`src/rtl/if_stage_if.sv`:
```
// Instruction-memory fetch bus between the IF stage (master) and the instruction memory (slave).
interface if_stage_if;
  logic        imem_req;
  logic [29:0] imem_addr;
  logic [31:0] imem_rdata;
  logic        imem_ready;

  modport master (output imem_req, imem_addr, input imem_rdata, imem_ready);
  modport slave  (input imem_req, imem_addr, output imem_rdata, imem_ready);
endinterface

```
`src/rtl/if_stage.sv`:
```
// MIPS fetch stage: owns PC[31:2], issues imem reads and loads the IF/ID register.
// IMEM_WAIT_EN selects the multi-cycle memory handshake (FSM RUN/KILL/HOLD); default is single-cycle.
module if_stage #(
  parameter logic [31:0] RESET_PC  = 32'h0000_3000,
  parameter logic [31:0] NOP_INSTR = 32'h0000_0000
) (
  input  logic               clk,
  input  logic               rst,
  input  logic               redirect,
  input  logic [29:0]        npc,
  input  logic               stall,
  input  logic               flush,
  if_stage_if.master         imem,
  output logic               if_id_valid,
  output logic [31:0]        if_id_instr,
  output logic [29:0]        if_id_pcp1
);

  typedef enum logic [1:0] {RUN = 2'd0, KILL = 2'd1, HOLD = 2'd2} state_e;

  state_e      state_q, state_d;
  logic [29:0] pc_q, pc_d;
  logic [29:0] pend_q, pend_d;
  logic [31:0] skid_instr_q, skid_instr_d;
  logic [29:0] skid_pcp1_q, skid_pcp1_d;
  logic        id_valid_q, id_valid_d;
  logic [31:0] id_instr_q, id_instr_d;
  logic [29:0] id_pcp1_q, id_pcp1_d;
  logic        out_q, out_d;

  logic        ready, req, red, acc, busy;
  logic [29:0] pc_inc;

`ifdef IMEM_WAIT_EN
  assign ready = imem.imem_ready;
`else
  assign ready = 1'b1;
`endif

  // A redirect under stall is ignored (ID re-presents it), unless a flush forces the kill.
  assign red    = redirect && (flush || !stall);
  assign acc    = req && ready;
  assign busy   = req && !ready;
  assign pc_inc = pc_q + 30'd1;

  always_ff @(posedge clk) begin
    if (rst) begin
      state_q      <= RUN;
      pc_q         <= RESET_PC[31:2];
      pend_q       <= '0;
      skid_instr_q <= '0;
      skid_pcp1_q  <= '0;
      id_valid_q   <= 1'b0;
      id_instr_q   <= NOP_INSTR;
      id_pcp1_q    <= '0;
      out_q        <= 1'b0;
    end else begin
      state_q      <= state_d;
      pc_q         <= pc_d;
      pend_q       <= pend_d;
      skid_instr_q <= skid_instr_d;
      skid_pcp1_q  <= skid_pcp1_d;
      id_valid_q   <= id_valid_d;
      id_instr_q   <= id_instr_d;
      id_pcp1_q    <= id_pcp1_d;
      out_q        <= out_d;
    end
  end

  always_comb begin
    state_d = state_q;
    unique case (state_q)
      RUN:     if (red && busy) state_d = KILL;
               else if (!flush && !red && stall && acc) state_d = HOLD;
      KILL:    if (ready) state_d = RUN;
      HOLD:    if (flush || red || !stall) state_d = RUN;
      default: state_d = RUN;
    endcase
`ifndef IMEM_WAIT_EN
    state_d = RUN;
`endif
  end

  // An outstanding request keeps req up through a stall so addr/req stay stable.
  always_comb begin
    req = 1'b0;
    if (!rst) begin
      unique case (state_q)
        RUN:     req = !stall || out_q;
        KILL:    req = 1'b1;
        default: req = 1'b0;
      endcase
    end
  end

  assign imem.imem_req  = req;
  assign imem.imem_addr = pc_q;

  always_comb begin
    pc_d         = pc_q;
    pend_d       = pend_q;
    skid_instr_d = skid_instr_q;
    skid_pcp1_d  = skid_pcp1_q;
    id_valid_d   = id_valid_q;
    id_instr_d   = id_instr_q;
    id_pcp1_d    = id_pcp1_q;
    out_d        = out_q;
    unique case (state_q)
      RUN: begin
        if (flush || red) begin
          id_valid_d = 1'b0;
          id_instr_d = NOP_INSTR;
          id_pcp1_d  = '0;
          if (red && busy) begin
            pend_d = npc;
          end else begin
            if (red) pc_d = npc;
            out_d = busy;
          end
        end else if (stall) begin
          if (acc) begin
            skid_instr_d = imem.imem_rdata;
            skid_pcp1_d  = pc_inc;
            pc_d         = pc_inc;
            out_d        = 1'b0;
          end
        end else if (acc) begin
          id_valid_d = 1'b1;
          id_instr_d = imem.imem_rdata;
          id_pcp1_d  = pc_inc;
          pc_d       = pc_inc;
          out_d      = 1'b0;
        end else begin
          id_valid_d = 1'b0;
          id_instr_d = NOP_INSTR;
          id_pcp1_d  = '0;
          out_d      = 1'b1;
        end
      end
      KILL: begin
        if (red) pend_d = npc;
        if (flush || !stall) begin
          id_valid_d = 1'b0;
          id_instr_d = NOP_INSTR;
          id_pcp1_d  = '0;
        end
        // Response to the killed address is dropped; latest target wins.
        if (ready) begin
          pc_d  = red ? npc : pend_q;
          out_d = 1'b0;
        end
      end
      HOLD: begin
        if (flush || red) begin
          id_valid_d = 1'b0;
          id_instr_d = NOP_INSTR;
          id_pcp1_d  = '0;
          if (red) pc_d = npc;
        end else if (!stall) begin
          id_valid_d = 1'b1;
          id_instr_d = skid_instr_q;
          id_pcp1_d  = skid_pcp1_q;
        end
      end
      default: ;
    endcase
  end

  assign if_id_valid = id_valid_q;
  assign if_id_instr = id_instr_q;
  assign if_id_pcp1  = id_pcp1_q;

endmodule

```
`src/flat_wrapper.sv`:
```
// flat-port wrapper written by rule: the top's interface ports become plain ports
module if_stage_flat 
#(
  parameter logic [31:0] RESET_PC  = 32'h0000_3000,
  parameter logic [31:0] NOP_INSTR = 32'h0000_0000
)
  (clk, rst, redirect, npc, stall, flush, if_id_valid, if_id_instr, if_id_pcp1, imem_imem_req, imem_imem_addr, imem_imem_rdata, imem_imem_ready);
  if_stage_if imem_i ();
  input  logic clk;
  input  logic rst;
  input  logic redirect;
  input  logic [29:0] npc;
  input  logic stall;
  input  logic flush;
  output logic if_id_valid;
  output logic [31:0] if_id_instr;
  output logic [29:0] if_id_pcp1;
  output wire logic [$bits(imem_i.imem_req)-1:0] imem_imem_req;
  output wire logic [$bits(imem_i.imem_addr)-1:0] imem_imem_addr;
  input wire logic [$bits(imem_i.imem_rdata)-1:0] imem_imem_rdata;
  input wire logic [$bits(imem_i.imem_ready)-1:0] imem_imem_ready;
  assign imem_imem_req = imem_i.imem_req;
  assign imem_imem_addr = imem_i.imem_addr;
  assign imem_i.imem_rdata = imem_imem_rdata;
  assign imem_i.imem_ready = imem_imem_ready;
  if_stage #(.RESET_PC(RESET_PC), .NOP_INSTR(NOP_INSTR)) u_core (.clk(clk), .rst(rst), .redirect(redirect), .npc(npc), .stall(stall), .flush(flush), .imem(imem_i), .if_id_valid(if_id_valid), .if_id_instr(if_id_instr), .if_id_pcp1(if_id_pcp1));
endmodule
```
`config.mk`:
```
export PLATFORM = sky130hd
export DESIGN_NAME = if_stage_flat
export DESIGN_NICKNAME = d
export VERILOG_FILES = /design/src/rtl/if_stage_if.sv /design/src/rtl/if_stage.sv /design/src/flat_wrapper.sv
export SDC_FILE = /design/constraint.sdc
export NUM_CORES = 1
export LEC_CHECK = 0
export CORE_ASPECT_RATIO = 2
export CORE_MARGIN = 2
export CORE_UTILIZATION = 48
export CTS_BUF_LIST = sky130_fd_sc_hd__clkbuf_16
export CTS_CLUSTER_SIZE = 25
export DETAILED_ROUTE_END_ITERATION = 6
export GPL_TIMING_DRIVEN = 1
export PLACE_DENSITY = 0.95
export SKIP_LAST_GASP = 1
export SYNTH_ARGS = -nofsm -noshare
export SYNTH_HDL_FRONTEND = slang
export SYNTH_SLANG_ARGS = --single-unit
export TNS_END_PERCENT = 50
```
`constraint.sdc`:
```
create_clock -name clk -period 4.5 [get_ports clk]
set_input_delay 0.9 -clock clk [delete_from_list [all_inputs] [get_ports clk]]
set_output_delay 0.9 -clock clk [all_outputs]
set_load 0.005 [all_outputs]
```
* After elaboration in Yosys (flattened, before gate mapping)
Cells that the tools add are included.
Cells by class: add/sub/neg operators 1, eq/ne operators 2, multiplexer cells 10, reductions and logical operators 8
Operator list (number):
- $mux 30 | 4
- $mux 32 | 1
- $add 30x1->30 const B | 1
- $mux 1 | 5
- $ne 2x1->1 const B | 2
- $logic_or 1x1->1 | 3
- $reduce_and 2->1 | 1
- $reduce_bool 2->1 | 1
- $reduce_or 2->1 | 1
- $logic_and 1x1->1 | 1
- $logic_not 1->1 | 1
Word-level totals: register bits after elaboration 94, input port bits 68, output and inout port bits 94, word-level logic and storage cells 26

* Longest topological paths before layout
depth in word-level cells 6, gate-level depth with buffers 9, depth with buffers taken out 6

* Worst setup path before layout
Ideal clock, no wire load.
kind in2out, from input port stall, to output port imem_imem_req, arrival 1.766 ns, required time 3.600 ns, slack 1.834 ns, stages 5, buffers on the path 3, cell sequence clkbuf_1 inv_1 clkbuf_1 clkbuf_1 o21a_1
On the way: word-level cells in the longest chain between the ends 3
RTL lines:
- start: declaration | RTL line flat_wrapper.sv:13 | input logic stall;
- $logic_not 1->1
- $logic_or 1x1->1 | RTL line if_stage.sv:89 | RUN: req = !stall || out_q;
- $mux 1 | RTL line if_stage.sv:87 | if (!rst) begin
- end: declaration | RTL line flat_wrapper.sv:18 | output wire logic [$bits(imem_i.imem_req)-1:0] imem_imem_req;
Every way passes these cells.

* Worst setup path in the final report
from input port rst, to output port imem_imem_req
On the way: word-level cells in the longest chain between the ends 1
RTL lines:
- start: declaration | RTL line flat_wrapper.sv:10 | input logic rst;
- $mux 1 | RTL line if_stage.sv:87
Every way passes these cells.

==> reports/metrics.sh <==
KIND_OF_END_POINT_OF_THE_CRITICAL_PATH='output pin'
CELLPOWERDENSITY_mW_PER_MM2=312.4
TIMING.CRITICAL_PATH.FROM_TYPE='input pin'
TIMING.FINAL.MAX_SLEW_VIOLATIONS=0
INITIAL_CORE_UTIL=0.4941
POSTLAYOUTCELLAREA_MM2=0.006355
PERIOD_NEEDED_NS=3.197
PLACED_CELL_AREA_MM2=0.006063
FP.COREAREA_MM2=0.008951
CELLLEAKAGEPOWER_nW=2.398
PORTBUFFERS=160
TIMING.FMAX_MHz=312.8
DR.PASS1.ITERS=5
DPL_HPWL_UM=9935
LAYOUT.CORE_UTILIZATION=0.7100
FINAL_MIN_PERIOD_OVER_CLOCK_PERIOD=0.7104
DIE_AREA_MM2=0.01004
FF2FF_SETUP_SLACK_NS=2.13
DIE-HEIGHT_UM=139.8
CRIT_PATH_MAX_INCR_DELAY_NS=0.49
PROPORTION_OF_LAYOUT_CELLS_WITH_A_DRIVE_SUFFIX_ABOVE_1=0.05496
DETAIL-ROUTE-ANTENNA-NETS=0
VIAS_AFTER_DETAILED_ROUTING=4662
UNREPAIRED_SETUP_ENDPOINTS_AFTER_GLOBAL_ROUTING='no'
SYNTH.CELL_AREA_MM2=0.004423
FINAL.HOLD.WORST_SLACK_NS=0.4534
YOSYS_REGISTER_BITS=94
ANTENNA_CELLS=0
CTS_BUFFERS=9
NNETSFINAL=719
TOP_DELAY_FAMILY_ON_CRIT_PATH='buffers and inverters'
SYNTH_SEQ_AREA_SHARE=0.4255
POST_ROUTE_CLOCK_SKEW_NS=0.003788
TIMING.MAX_CAP.VIOLATIONS=0
CTS_HTREE_LEVELS=3
CRITICAL_PATH_REQUIRED_NS=3.60
CTSHOLDBUFFERS=0
DETAIL_ROUTE.WIRELENGTH_UM=14050
WORST_EP_ARRIVAL_TIME_NS=2.30
CRITICAL_PATH.CELL_CHAIN='clkdlybuf4s50_1 > clkinv_1 > o21a_1 > clkdlybuf4s50_1'
DIE_WIDTH_UM=71.88
NUM_IO_PINS=162
AVGVIACOUNTPERCELL=6.159
AVGSYNTHCELLAREA_UM2=8.656
PLACEMENTROWS=49
POST_SYNTH_EDFFS=0
COMBINED_GLOBAL_ROUTE_UTILIZATION_OF_ALL_METAL_LAYERS=0.2806
FINALSETUPVIOLCOUNT=0
MOSTFREQUENTLAYOUTCELL='clkdlybuf4s50_1'
INSERTION_DELAY_OF_THE_LATER_CLOCKED_PIN_IN_THE_WORST_SKEW_PAIR_NS=0.34
MOST_USED_CELLS_IN_THE_LAYOUT_EXCLUDING_FILL_AND_TAP_CELLS='clkdlybuf4s50_1, dfxtp_1, nor2_1'
WORST_IR_DROP_VDD_mV=0.2364
SYNTHESIS.YOSYS.WARNINGS=0
NUM-FILL-CELLS=656
TIMING.CRITICAL_PATH.MODE_CELL='clkdlybuf4s50_1'
GP_ROUTABILITY_CONGESTION=0.9850
CRIT_TYPE='input pin to output pin'
CRITPATHSLOWESTCELL='clkdlybuf4s50_1'
STARTING_DRC_COUNT_IN_DETAILED_ROUTING=519
MAX-CLOCK-PATH-BUFFERS=2
CTS_TREE='built'
NUMBER_OF_SINKS_ON_THE_CLOCK_NET=94
STATUS='finished, final reports clean'
GRT_ANTENNA_BEFORE_REPAIR=0
MAX_SLEW_HEADROOM=0.4048
TIGHTEST_PIN_TRANSITION_NS=0.8847
GRT_REMAINING_OVERFLOW=0
CRITICAL_PATH_BUF_INV_COUNT=3
CRITICAL_PATH_PEAK_FANOUT=8
HOLD_CLASS='flip-flop to flip-flop'
SETUP_TOTAL_NEGATIVE_SLACK_NS=0
DETAIL_ROUTE.DRC_VIOLATIONS=0
SYNTH_CELL_TYPE_COUNT=54
CLK_PIN_SLEW_NS=0.07
CTS_REPAIR_RESIZE_COUNT=0
FINAL_HOLD_VIOL_COUNT=0
SYN2LAYOUT_AREA_GROWTH_PCT=43.68
SYNTH.NET_COUNT=580
POSTCTSSETUPBUFFERS=0
DR_WL_CELL_UM=18.57
GRT_PASS1_WL_UM=22270
ASYNCSETRESETFLOPFRACSYNTH=0
SYNTH_FLOP_CELL='dfxtp_1'
GRT_PASS1_VIAS=4613
CTS_ROOT_BUF='clkbuf_16'
POSTSYNTHCELLCOUNT=511
GRT_START_MAX_NET_PINS=50
final timing paths:
path	startpoint	endpoint	depth (start not counted)
worst max-delay path	rst	imem_imem_req	4
worst min-delay path	u_core.if_id_valid$_SDFFE_PP0N_	u_core.if_id_valid$_SDFFE_PP0N_	2
worst max register to register	u_core.imem.imem_addr[10]$_SDFFE_PP1P_	u_core.imem.imem_addr[28]$_SDFFE_PP0P_	5
worst min register to register	u_core.if_id_valid$_SDFFE_PP0N_	u_core.if_id_valid$_SDFFE_PP0N_	2
logic make-up after synthesis:
family / after synthesis / synth area share
buf+inv: 49 / 0.04385
other cells: 1 / 0.0008478
compound gates: 126 / 0.1924
mux: 39 / 0.08854
fa+ha+maj: 1 / 0.002828
simple gates: 174 / 0.1926
flops: 94 / 0.4255
xor+xnor: 27 / 0.05347
flip-flops by register name (all words and copies together), names as in the netlist:
signal	count
u_core.if_id_instr	32
u_core.if_id_pcp1	30
u_core.if_id_valid	1
u_core.imem.imem_addr	30
u_core.out_q	1
layer usage:
layer  up-vias  GRT usage  wire [um]  share of wire
met5         -          0          0              0
met4         0     0.1738        793          0.056
met3        76    0.06445       1037          0.074
met2       288     0.4981       7357           0.52
met1      2180     0.2864       4866           0.35
li1       2118          -          -              -
cells in the mapped netlist (all sizes together), types with 2 or more instances:
cell | number | area (um^2)
dfxtp | 94 | 1882
nor2 | 69 | 259.0
mux2i | 38 | 380.4
clkbuf | 33 | 125.1
nand2 | 30 | 112.6
a21oi | 29 | 145.1
o21ai | 27 | 135.1
xnor2 | 21 | 183.9
nand3 | 17 | 85.08
nand4 | 14 | 100.1
a22o | 13 | 113.9
a22oi | 11 | 82.58
and3 | 9 | 56.30
nor4 | 9 | 71.32
buf | 8 | 38.78
inv | 7 | 26.28
o31ai | 7 | 52.55
nand2b | 6 | 37.54
xor2 | 6 | 52.55
a21o | 5 | 37.54
a31oi | 5 | 31.28
nor3 | 5 | 25.02
o31a | 5 | 45.04
nor2b | 4 | 25.02
and4 | 3 | 26.28
o221a | 3 | 33.78
o22ai | 3 | 18.77
or3 | 3 | 18.77
a2bb2oi | 2 | 17.52
o21bai | 2 | 15.01
o22a | 2 | 17.52
o2bb2ai | 2 | 17.52
o32ai | 2 | 17.52
or4 | 2 | 15.01
cell type report:
class,instances,area (um^2),area share
well taps,102,127.6,0.02008
repair buffers,169,1664,0.2619
multi-input cells,368,2360,0.3713
clock buffers,9,225.2,0.03544
inverters,8,30.03,0.004725
clock inverters,7,66.31,0.01044
flip-flops and latches,94,1882,0.2961
worst reg2reg max path, cell delays in order, from the launching register on:
cell and delay, ns:
dfxtp_1 0.52, nand4_1 0.36, nor4_4 0.58, nand3_1 0.25, or4_1 0.44, a31oi_1 0.16
power by group:
part	total [W]	internal [W]	switching (W)
logic	0.000319	0.000179	0.000140
clock network	0.000752	0.000427	0.000325
registers	0.000915	0.000866	0.0000486
stage by stage:
step	setup slack [ns]	total power, W	cells
2_1_floorplan	1.834	0.001075	511
3_3_place_gp	1.188	0.001231	741
3_5_place_dp	1.129	0.001244	741
4_1_cts	1.298	0.001986	757
5_1_grt	1.256	0.002048	757
6_report	1.303	0.001986	757
Power figures use the tool's default switching activity.
